`config.mk`:
```
export PLATFORM = sky130hd
export DESIGN_NAME = ctrl_flat
export DESIGN_NICKNAME = d
export VERILOG_FILES = /design/src/rtl/ctrl_if.sv /design/src/rtl/ctrl.sv /design/src/flat_wrapper.sv
export SDC_FILE = /design/constraint.sdc
export NUM_CORES = 1
export LEC_CHECK = 0
export ABC_AREA = 1
export CORE_MARGIN = 2
export CORE_UTILIZATION = 30
export DETAILED_ROUTE_END_ITERATION = 10
export MAX_ROUTING_LAYER = met4
export PLACE_DENSITY = 0.78
export SETUP_SLACK_MARGIN = 0.3
export SLEW_MARGIN = 5
export SYNTH_ARGS = -nofsm -noshare
export SYNTH_HDL_FRONTEND = slang
export SYNTH_SLANG_ARGS = --single-unit
export TNS_END_PERCENT = 20
```
`constraint.sdc`:
```
create_clock -name clk -period 1.3 [get_ports clk]
set_input_delay 0.325 -clock clk [delete_from_list [all_inputs] [get_ports clk]]
set_output_delay 0.325 -clock clk [all_outputs]
set_load 0.03 [all_outputs]
```
`src/rtl/ctrl_if.sv`:
```
// Control bundle between the instruction decoder and the datapath.
// The controller is the master: it consumes instruction fields and drives control selects.
interface ctrl_if;
    logic [4:0] opcode;
    logic [2:0] func3;
    logic [6:0] func7;
    logic       b;
    logic [2:0] imm_type;
    logic       inst_sel;
    logic       reg_wr;
    logic [3:0] alu_op;
    logic [2:0] cmp_op;
    logic [1:0] pc_sel;
    logic       mem_sel;
    logic [1:0] rd_sel;
    logic       alu1_sel;
    logic       alu2_sel;
    logic [2:0] sel_type;
    logic       we;

    modport master (
        input  opcode, func3, func7, b,
        output imm_type, inst_sel, reg_wr, alu_op, cmp_op, pc_sel,
               mem_sel, rd_sel, alu1_sel, alu2_sel, sel_type, we
    );

    modport slave (
        output opcode, func3, func7, b,
        input  imm_type, inst_sel, reg_wr, alu_op, cmp_op, pc_sel,
               mem_sel, rd_sel, alu1_sel, alu2_sel, sel_type, we
    );
endinterface

```
`src/rtl/ctrl.sv`:
```
// Multi-cycle RV32I control unit: decodes opcode/func3/func7 into datapath selects,
// stalls one cycle for load write-back and inserts one NOP after a taken jump/branch.
module ctrl (
    input  logic   clk,
    input  logic   rst,
    ctrl_if.master bus
);
    typedef enum logic [1:0] {EXEC = 2'd0, LOAD_WB = 2'd1, FLUSH = 2'd2} state_t;

    localparam logic [4:0] OP_OP = 5'b01100, OP_IMM = 5'b00100, OP_LOAD = 5'b00000,
                           OP_STORE = 5'b01000, OP_LUI = 5'b01101, OP_JAL = 5'b11011,
                           OP_JALR = 5'b11001, OP_BRANCH = 5'b11000;
    localparam logic [2:0] IMM_I = 3'b000, IMM_S = 3'b001, IMM_B = 3'b010,
                           IMM_U = 3'b011, IMM_J = 3'b100;
    localparam logic [3:0] ALU_ADD = 4'b0000, ALU_SUB = 4'b0001, ALU_SLL = 4'b0010,
                           ALU_XOR = 4'b0011, ALU_SRL = 4'b0100, ALU_SRA = 4'b0101,
                           ALU_OR = 4'b0110, ALU_AND = 4'b0111, ALU_SLT = 4'b1000,
                           ALU_SLTU = 4'b1001;
    localparam logic [1:0] PC_PLUS4 = 2'b00, PC_ALU = 2'b01, PC_HOLD = 2'b10;
    localparam logic [1:0] RD_ALU = 2'b00, RD_MEM = 2'b01, RD_PC4 = 2'b10, RD_IMM = 2'b11;
    localparam logic [2:0] SEL_WORD = 3'b010;
    localparam logic [6:0] F7_ALT = 7'b0100000;

    state_t state_q, state_d;

    logic [2:0] imm_type, sel_type;
    logic       inst_sel, reg_wr, mem_sel, alu1_sel, alu2_sel, we;
    logic [3:0] alu_op;
    logic [1:0] pc_sel, rd_sel;

    // Register-register and register-immediate share one table; only 000 differs.
    function automatic logic [3:0] alu_decode(input logic [2:0] f3, input logic [6:0] f7,
                                              input logic is_imm);
        logic [3:0] op;
        op = ALU_ADD;
        case (f3)
            3'b000:  op = (!is_imm && f7 == F7_ALT) ? ALU_SUB : ALU_ADD;
            3'b001:  op = ALU_SLL;
            3'b010:  op = ALU_SLT;
            3'b011:  op = ALU_SLTU;
            3'b100:  op = ALU_XOR;
            3'b101:  op = (f7 == F7_ALT) ? ALU_SRA : ALU_SRL;
            3'b110:  op = ALU_OR;
            3'b111:  op = ALU_AND;
            default: op = ALU_ADD;
        endcase
        return op;
    endfunction

    // NOTE: every output gets a default before the case so no path leaves it unassigned (no latches).
    always_comb begin
        state_d  = state_q;
        reg_wr   = 1'b0;
        we       = 1'b0;
        inst_sel = 1'b0;
        pc_sel   = PC_PLUS4;
        mem_sel  = 1'b0;
        rd_sel   = RD_ALU;
        alu1_sel = 1'b0;
        alu2_sel = 1'b0;
        alu_op   = ALU_ADD;
        imm_type = IMM_I;
        sel_type = SEL_WORD;

        case (state_q)
            EXEC: begin
                case (bus.opcode)
                    OP_OP: begin
                        reg_wr = 1'b1;
                        alu_op = alu_decode(bus.func3, bus.func7, 1'b0);
                    end
                    OP_IMM: begin
                        reg_wr   = 1'b1;
                        alu2_sel = 1'b1;
                        alu_op   = alu_decode(bus.func3, bus.func7, 1'b1);
                    end
                    OP_LOAD: begin
                        alu2_sel = 1'b1;
                        mem_sel  = 1'b1;
                        pc_sel   = PC_HOLD;
                        sel_type = bus.func3;
                        state_d  = LOAD_WB;
                    end
                    OP_STORE: begin
                        alu2_sel = 1'b1;
                        imm_type = IMM_S;
                        mem_sel  = 1'b1;
                        we       = 1'b1;
                        sel_type = bus.func3;
                    end
                    OP_LUI: begin
                        imm_type = IMM_U;
                        rd_sel   = RD_IMM;
                        reg_wr   = 1'b1;
                    end
                    OP_JAL, OP_JALR: begin
                        alu1_sel = (bus.opcode == OP_JAL);
                        imm_type = (bus.opcode == OP_JAL) ? IMM_J : IMM_I;
                        alu2_sel = 1'b1;
                        rd_sel   = RD_PC4;
                        reg_wr   = 1'b1;
                        pc_sel   = PC_ALU;
                        state_d  = FLUSH;
                    end
                    OP_BRANCH: begin
                        imm_type = IMM_B;
                        alu1_sel = 1'b1;
                        alu2_sel = 1'b1;
                        if (bus.b) begin
                            pc_sel  = PC_ALU;
                            state_d = FLUSH;
                        end
                    end
                    default: ;
                endcase
            end
            LOAD_WB: begin
                // The held LOAD keeps its address/size decode while the data is written back.
                alu2_sel = 1'b1;
                sel_type = bus.func3;
                reg_wr   = 1'b1;
                rd_sel   = RD_MEM;
                state_d  = EXEC;
            end
            FLUSH: begin
                inst_sel = 1'b1;
                state_d  = EXEC;
            end
            default: state_d = EXEC;
        endcase

        if (rst) begin
            reg_wr   = 1'b0;
            we       = 1'b0;
            pc_sel   = PC_HOLD;
            inst_sel = 1'b1;
            mem_sel  = 1'b0;
            state_d  = EXEC;
        end
    end

    // NOTE: state is updated with non-blocking assignments so all flops sample pre-edge values.
    always_ff @(posedge clk) begin
        if (rst) state_q <= EXEC;
        else     state_q <= state_d;
    end

    assign bus.imm_type = imm_type;
    assign bus.inst_sel = inst_sel;
    assign bus.reg_wr   = reg_wr;
    assign bus.alu_op   = alu_op;
    assign bus.cmp_op   = bus.func3;
    assign bus.pc_sel   = pc_sel;
    assign bus.mem_sel  = mem_sel;
    assign bus.rd_sel   = rd_sel;
    assign bus.alu1_sel = alu1_sel;
    assign bus.alu2_sel = alu2_sel;
    assign bus.sel_type = sel_type;
    assign bus.we       = we;
endmodule

```
`src/flat_wrapper.sv`:
```
// flat-port wrapper written by rule: the top's interface ports become plain ports
module ctrl_flat 
  (clk, rst, bus_opcode, bus_func3, bus_func7, bus_b, bus_imm_type, bus_inst_sel, bus_reg_wr, bus_alu_op, bus_cmp_op, bus_pc_sel, bus_mem_sel, bus_rd_sel, bus_alu1_sel, bus_alu2_sel, bus_sel_type, bus_we);
  ctrl_if bus_i ();
  input  logic clk;
  input  logic rst;
  input wire logic [$bits(bus_i.opcode)-1:0] bus_opcode;
  input wire logic [$bits(bus_i.func3)-1:0] bus_func3;
  input wire logic [$bits(bus_i.func7)-1:0] bus_func7;
  input wire logic [$bits(bus_i.b)-1:0] bus_b;
  output wire logic [$bits(bus_i.imm_type)-1:0] bus_imm_type;
  output wire logic [$bits(bus_i.inst_sel)-1:0] bus_inst_sel;
  output wire logic [$bits(bus_i.reg_wr)-1:0] bus_reg_wr;
  output wire logic [$bits(bus_i.alu_op)-1:0] bus_alu_op;
  output wire logic [$bits(bus_i.cmp_op)-1:0] bus_cmp_op;
  output wire logic [$bits(bus_i.pc_sel)-1:0] bus_pc_sel;
  output wire logic [$bits(bus_i.mem_sel)-1:0] bus_mem_sel;
  output wire logic [$bits(bus_i.rd_sel)-1:0] bus_rd_sel;
  output wire logic [$bits(bus_i.alu1_sel)-1:0] bus_alu1_sel;
  output wire logic [$bits(bus_i.alu2_sel)-1:0] bus_alu2_sel;
  output wire logic [$bits(bus_i.sel_type)-1:0] bus_sel_type;
  output wire logic [$bits(bus_i.we)-1:0] bus_we;
  assign bus_i.opcode = bus_opcode;
  assign bus_i.func3 = bus_func3;
  assign bus_i.func7 = bus_func7;
  assign bus_i.b = bus_b;
  assign bus_imm_type = bus_i.imm_type;
  assign bus_inst_sel = bus_i.inst_sel;
  assign bus_reg_wr = bus_i.reg_wr;
  assign bus_alu_op = bus_i.alu_op;
  assign bus_cmp_op = bus_i.cmp_op;
  assign bus_pc_sel = bus_i.pc_sel;
  assign bus_mem_sel = bus_i.mem_sel;
  assign bus_rd_sel = bus_i.rd_sel;
  assign bus_alu1_sel = bus_i.alu1_sel;
  assign bus_alu2_sel = bus_i.alu2_sel;
  assign bus_sel_type = bus_i.sel_type;
  assign bus_we = bus_i.we;
  ctrl u_core (.clk(clk), .rst(rst), .bus(bus_i));
endmodule
```
After elaboration in Yosys (flattened, before gate mapping)
Index checks and enable logic that the tools add are counted.
{"block": "word_totals", "regBits": 2, "latchBits": 0, "ram_bits": 0, "romBits": 0, "output_inout_bits": 23, "n_memories": 0}
{"block": "op_classes", "n_addsub": 0, "multipliers": 0, "div": 0, "magnitude_cmp": 0, "eq_ne": 18, "shift": 0, "mux": 34, "bitwise": 1, "reduce_logical": 10}
{"operator": "4-bit one-hot mux with 8 select lines", "n": 2}
{"operator": "5-bit by 4-bit equality test with 1-bit output (second input constant)", "n": 3}
{"operator": "5-bit equality test (second input constant)", "n": 3}
{"operator": "1-bit two-way mux", "n": 15}
{"operator": "3-bit equality test (second input constant)", "n": 4}
{"operator": "2-bit one-hot mux with 3 select lines", "n": 2}
{"operator": "3-bit one-hot mux with 4 select lines", "n": 1}
{"operator": "3-bit two-way mux", "n": 3}
{"operator": "2-bit one-hot mux with 2 select lines", "n": 2}
{"operator": "4-bit one-hot mux with 2 select lines", "n": 1}
{"operator": "7-bit by 6-bit equality test with 1-bit output (second input constant)", "n": 1}
{"operator": "3-bit by 2-bit equality test with 1-bit output (second input constant)", "n": 2}
{"operator": "2-bit two-way mux", "n": 3}
{"operator": "1-bit one-hot mux with 2 select lines", "n": 3}
{"operator": "3-bit one-hot mux with 2 select lines", "n": 1}
{"operator": "2-bit OR reduction", "n": 3}
{"operator": "6-bit OR reduction", "n": 1}
{"operator": "5-bit by 3-bit equality test with 1-bit output (second input constant)", "n": 1}
{"operator": "5-bit zero test", "n": 1}
{"operator": "5-bit OR reduction", "n": 1}
{"operator": "4-bit two-way mux", "n": 1}
{"operator": "3-bit by 1-bit equality test with 1-bit output (second input constant)", "n": 1}
{"operator": "3-bit zero test", "n": 1}
{"operator": "3-bit nonzero test", "n": 1}
{"operator": "6 further kinds", "n": 6}

Longest topological paths before layout
{"block": "logic_depth", "depth_word": 5, "ltp_mapped": 7}

Worst setup path before layout
OpenSTA, ideal clock, no wires.
{"block": "synth_path", "kind": "input-to-output", "start": "in bus_opcode[0]", "end": "out bus_pc_sel[1]", "arrival_ns": 1.294, "required_ns": 0.975, "slack_ns": -0.319, "stages": 3, "path_cell_list": "nor2_4 -> nand4_1 -> o21ai_0"}
{"block": "synth_between", "elab_chain_cells": 5, "word_cells_on_any_way": 8, "classes_between": "eq/ne: 3; mux: 3; reduce/logical: 2"}
{"item": "start, declared", "line": "flat_wrapper.sv:7", "rtl": "input wire logic [$bits(bus_i.opcode)-1:0] bus_opcode;"}
{"item": "5-bit equality test", "line": "ctrl.sv:67", "rtl": "case (bus.opcode)"}
{"item": "2-bit OR reduction"}
{"item": "2-bit one-hot mux with 3 select lines (*)", "line": "ctrl.sv:67"}
{"item": "2-bit two-way mux (*)", "line": "ctrl.sv:65", "rtl": "case (state_q)"}
{"item": "2-bit two-way mux (*)", "line": "ctrl.sv:132", "rtl": "if (rst) begin"}
{"item": "end, declared", "line": "flat_wrapper.sv:16", "rtl": "output wire logic [$bits(bus_i.pc_sel)-1:0] bus_pc_sel;"}
Mark *: on every way between the ends. The rest lies on a longest branch, timed or not.

Final worst setup path
{"block": "layout_path", "start": "in bus_opcode[0]", "end": "out bus_alu_op[0]"}
{"block": "layout_between", "elab_chain_cells": 3, "word_cells_on_any_way": 4, "classes_between": "eq/ne: 2; mux: 2"}
{"item": "5-bit by 3-bit equality test with 1-bit output / 5-bit by 4-bit equality test with 1-bit output (equally long branches)", "line": "ctrl.sv:67"}
{"item": "4-bit one-hot mux with 2 select lines (*)", "line": "ctrl.sv:67"}
{"item": "4-bit two-way mux (*)", "line": "ctrl.sv:65"}
{"item": "end, declared", "line": "flat_wrapper.sv:14", "rtl": "output wire logic [$bits(bus_i.alu_op)-1:0] bus_alu_op;"}
Marked as above.

==> impl_summary.log <==
INFO  metric result_of_the_run = finished with violations
INFO  metric failed_checks = negative setup slack
INFO  metric timing.final.crit_share = 1.30
INFO  metric avgSynthCellArea = 4.99 sq um
INFO  metric viasPerCell = 5.74
INFO  metric die_area = 1860 sq um
INFO  metric layout.cells.non_filler = 180
INFO  metric largest_register_ff_count = 2
INFO  metric peakVddDrop = 0.310 mV
INFO  metric required = 0.98 ns
INFO  metric mappedNetlistNets = 110
INFO  metric hold_buffers = 0
INFO  metric synth-compound-area-share = 0.139
INFO  metric vias = 1033
INFO  metric setup.worst_path.start_class = primary input
INFO  metric grt_pass1_vias = 1019
INFO  metric final_core_util = 0.953
INFO  metric global_route_wire_length_before_repair = 4440 um
INFO  metric core = 1470 sq um
INFO  metric leading_registers_by_flop_count = u_core.state_q: 2 flops
INFO  metric placedCellCount = 167
INFO  metric rr_worst_depth = 7
INFO  metric switching_share = 0.435
INFO  metric area_delta_synth_final = 205%
INFO  metric yosys_register_bits = 2
INFO  metric largest_register_by_flop_count = u_core.state_q
INFO  metric setup_viol_count_final = 20
INFO  metric dieHeight = 43.1 um
INFO  metric finish.net_count = 184
INFO  metric track_usage = 0.331
INFO  metric power_per_unit_of_standard_cell_area = 439 nW/um^2
INFO  metric count_of_standard_cell_rows = 14
INFO  metric route.detailed.drc = 0
INFO  metric drv_slew = 0
INFO  metric cts_inserted_buffers = 3
INFO  metric internal_power = 0.000348 W
INFO  metric hold-path-cell-count = 5
INFO  metric die_width = 43.1 um
INFO  metric clock-skew-final = 0.00160 ns
INFO  metric detailedRoute.firstPassIterationCount = 4
INFO  metric timing.fmax = 594 MHz
INFO  metric setup.worst_path.class = primary input to output pin
INFO  metric maxCapViolCount = 0
INFO  metric ys.warnings.count = 0
INFO  metric synth.top_cell.area_share = 0.163
INFO  metric ratio_of_cells_with_drive_above_1_in_the_final_layout = 0.744
INFO  metric timing.critical_path.fanout_max = 6
INFO  metric syn-cell-area = 459 sq um
INFO  metric finalHoldViolCount = 0
INFO  metric wl = 3520 um
INFO  metric top_level_ports = 41
INFO  metric path_common_cell = buf_6
INFO  metric combinational_family_with_the_most_area_after_synthesis = simple AND/OR/NAND/NOR gates
INFO  metric dpl-instance-area = 1040 sq um
INFO  metric cellLeakagePower = 0.691 nW
INFO  metric mux_share_of_post_synthesis_cell_area = 0
INFO  metric seqPwrFrac = 0.102
INFO  metric cts_num_sinks = 2
INFO  metric antenna_cells = 0
INFO  metric cts_root_buf = clkbuf_4
INFO  metric cts-htree-levels = 1
INFO  metric power.share.clock = 0.239
INFO  metric worstPathArrival = 1.36 ns
INFO  metric netlist_instances = 92
INFO  metric net_switching_power_figure = 0.000268 W
INFO  metric seq_area_frac_synth = 0.0872
INFO  metric layout_commonest_cell = buf_6
INFO  metric synth_largest_area_cell = nand2_1
INFO  metric worst_setup_path_end_kind = output pin
INFO  metric gpl.final_weighted_congestion = 0.803
INFO  metric final_critical_period = 1.68 ns
INFO  metric tightest_slew = 0.284 ns
INFO  metric post_synth_fa_ha_maj_area_fraction = 0
INFO  metric max_stage_delay = 0.21 ns
INFO  metric comb_power_share = 0.658
INFO  metric max-slew-margin-rel = 0.811
INFO  metric synth_simple_gate_area_share = 0.553
INFO  metric critical_path.cell_chain = buf_8 > nor2_4 > buf_6 > nand3_4 > a21oi_2 > nand2_1 > inv_1 > buf_6
INFO  metric setup_ws_final = -0.385 ns
INFO  metric dp.final_hpwl = 1490 um
INFO  metric yosysUniqueCellTypes = 15
INFO  metric crit_slowest_cell = nor2_4
INFO  metric final_cell_mix = buf_6 (29), buf_4 (27), nand2_1 (11), nor2_4 (10), inv_2 (10)
INFO  metric register_area = 45.0 sq um
INFO  metric clk_transition_reported_paths = 0.03 ns
INFO  metric reg2reg_to = u_core.state_q[0]
INFO  metric r2r-start = u_core.state_q[1]
INFO  metric clock_tree_from_tritoncts = done
INFO  metric drt-wirelength-per-cell = 19.6 um
INFO  metric clock_latency = 0.23 ns
INFO  metric netlist_top_cells_area = nand2_1 (16%), inv_1 (16%), nor2_1 (16%)
INFO  metric postLayoutCellArea = 1400 sq um
INFO  metric multi_input_area = 531 sq um
INFO  metric antenna_violations_before_repair = 0
INFO  metric initial_utilization = 0.312
INFO  metric hold_path_startpoint = bus_opcode[1]
INFO  metric grt_start_max_net_pins = 7
INFO  metric reg2reg_setup_slack = 0.11 ns
INFO  metric min_to = u_core.state_q[0]
INFO  metric rsz0062_at_grt = true
INFO  metric place.port_buffers = 40
INFO  metric fin_tns_setup = -5.09 ns
INFO  metric clock_tree.buffer_depth = 2
INFO  metric filler_cell_count = 35
INFO  metric min-delay-path-class = primary input to flip-flop
INFO  metric ant_nets = 0
INFO  metric initialDrtViolationCount = 39
INFO  metric total_grt_overflow = 0
INFO  metric yosys.area_share.xor_xnor = 0
==> layout make-up <==
class | instances | area share
flip-flops and latches | 2 | 0.0321
multi-input cells | 66 | 0.378
clock buffers | 3 | 0.0161
repair buffers | 72 | 0.496
inverters | 21 | 0.0633
well taps | 16 | 0.0143
==> stage by stage <==
step / setup slack, ns / hold slack (ns) / power (W)
final: -0.385 / 0.585 / 0.000616
after global routing: -0.409 / 0.589 / 0.000652
after CTS: -0.247 / 0.523 / 0.000566
after detailed placement: -0.674 / 0.743 / 0.000347
after global placement: -0.647 / 0.726 / 0.000341
after floorplan: -0.132 / 0.487 / 0.000205
==> synthesized netlist by cell type <==
cell and instances:
a21oi_1 8, buf_4 3, dfxtp_1 2, inv_1 19, inv_2 2, nand2_1 20
nand3_1 4, nand3_2 2, nand4_1 3, nor2_1 19, nor2_4 3, nor3_1 3
o21ai_0 2, o21ai_1 1, o21ai_2 1
==> worst max path at each step <==
stage,end,from,slack [ns],cells past startpoint
finish,bus_alu_op[0],bus_opcode[0],-0.38,8
global route,bus_alu_op[0],bus_opcode[0],-0.41,8
CTS,bus_pc_sel[0],bus_opcode[1],-0.25,7
detailed placement,bus_alu_op[0],bus_opcode[0],-0.67,7
global placement,bus_alu_op[0],bus_opcode[0],-0.65,7
floorplan,bus_imm_type[0],bus_opcode[2],-0.13,4
==> kinds of logic after synthesis <==
family                 after synthesis
AOI/OAI and AO/OA                   12
DFF                                  2
and+or+nand+nor                     54
buffers and inverters               24
==> metal layers <==
metal  wire length [um]  GRT usage  vias to the layer above  share of wire
li1                   -          -                      429              -
met2               1830      0.603                      102           0.52
met1               1110      0.298                      462           0.32
met3                331     0.0596                       40          0.094
met5                  0          -                        -              0
met4                248      0.242                        0          0.070
==> power by group through the flow <==
stage	registers, W	logic [W]	clock network (W)
5_1_grt	0.0000633	0.000420	0.000168
2_1_floorplan	0.0000647	0.000140	0
4_1_cts	0.0000646	0.000355	0.000146
3_5_place_dp	0.0000646	0.000283	0
6_report	0.0000632	0.000406	0.000148
3_3_place_gp	0.0000646	0.000277	0
==> critical path: cells and delay by family <==
kind            cells  cell delay, ns
buf+inv             4            0.48
compound gates      1            0.14
simple gates        3            0.41
==> repair_timing <==
| action | 4_1_cts | 5_1_grt |
|---|---|---|
| pin swaps | 32 | 6 |
| buffers inserted | 7 | 3 |
| gates resized for setup | 122 | 12 |
| setup endpoints to repair | 25 | 23 |
Power figures use the tool's default switching activity.
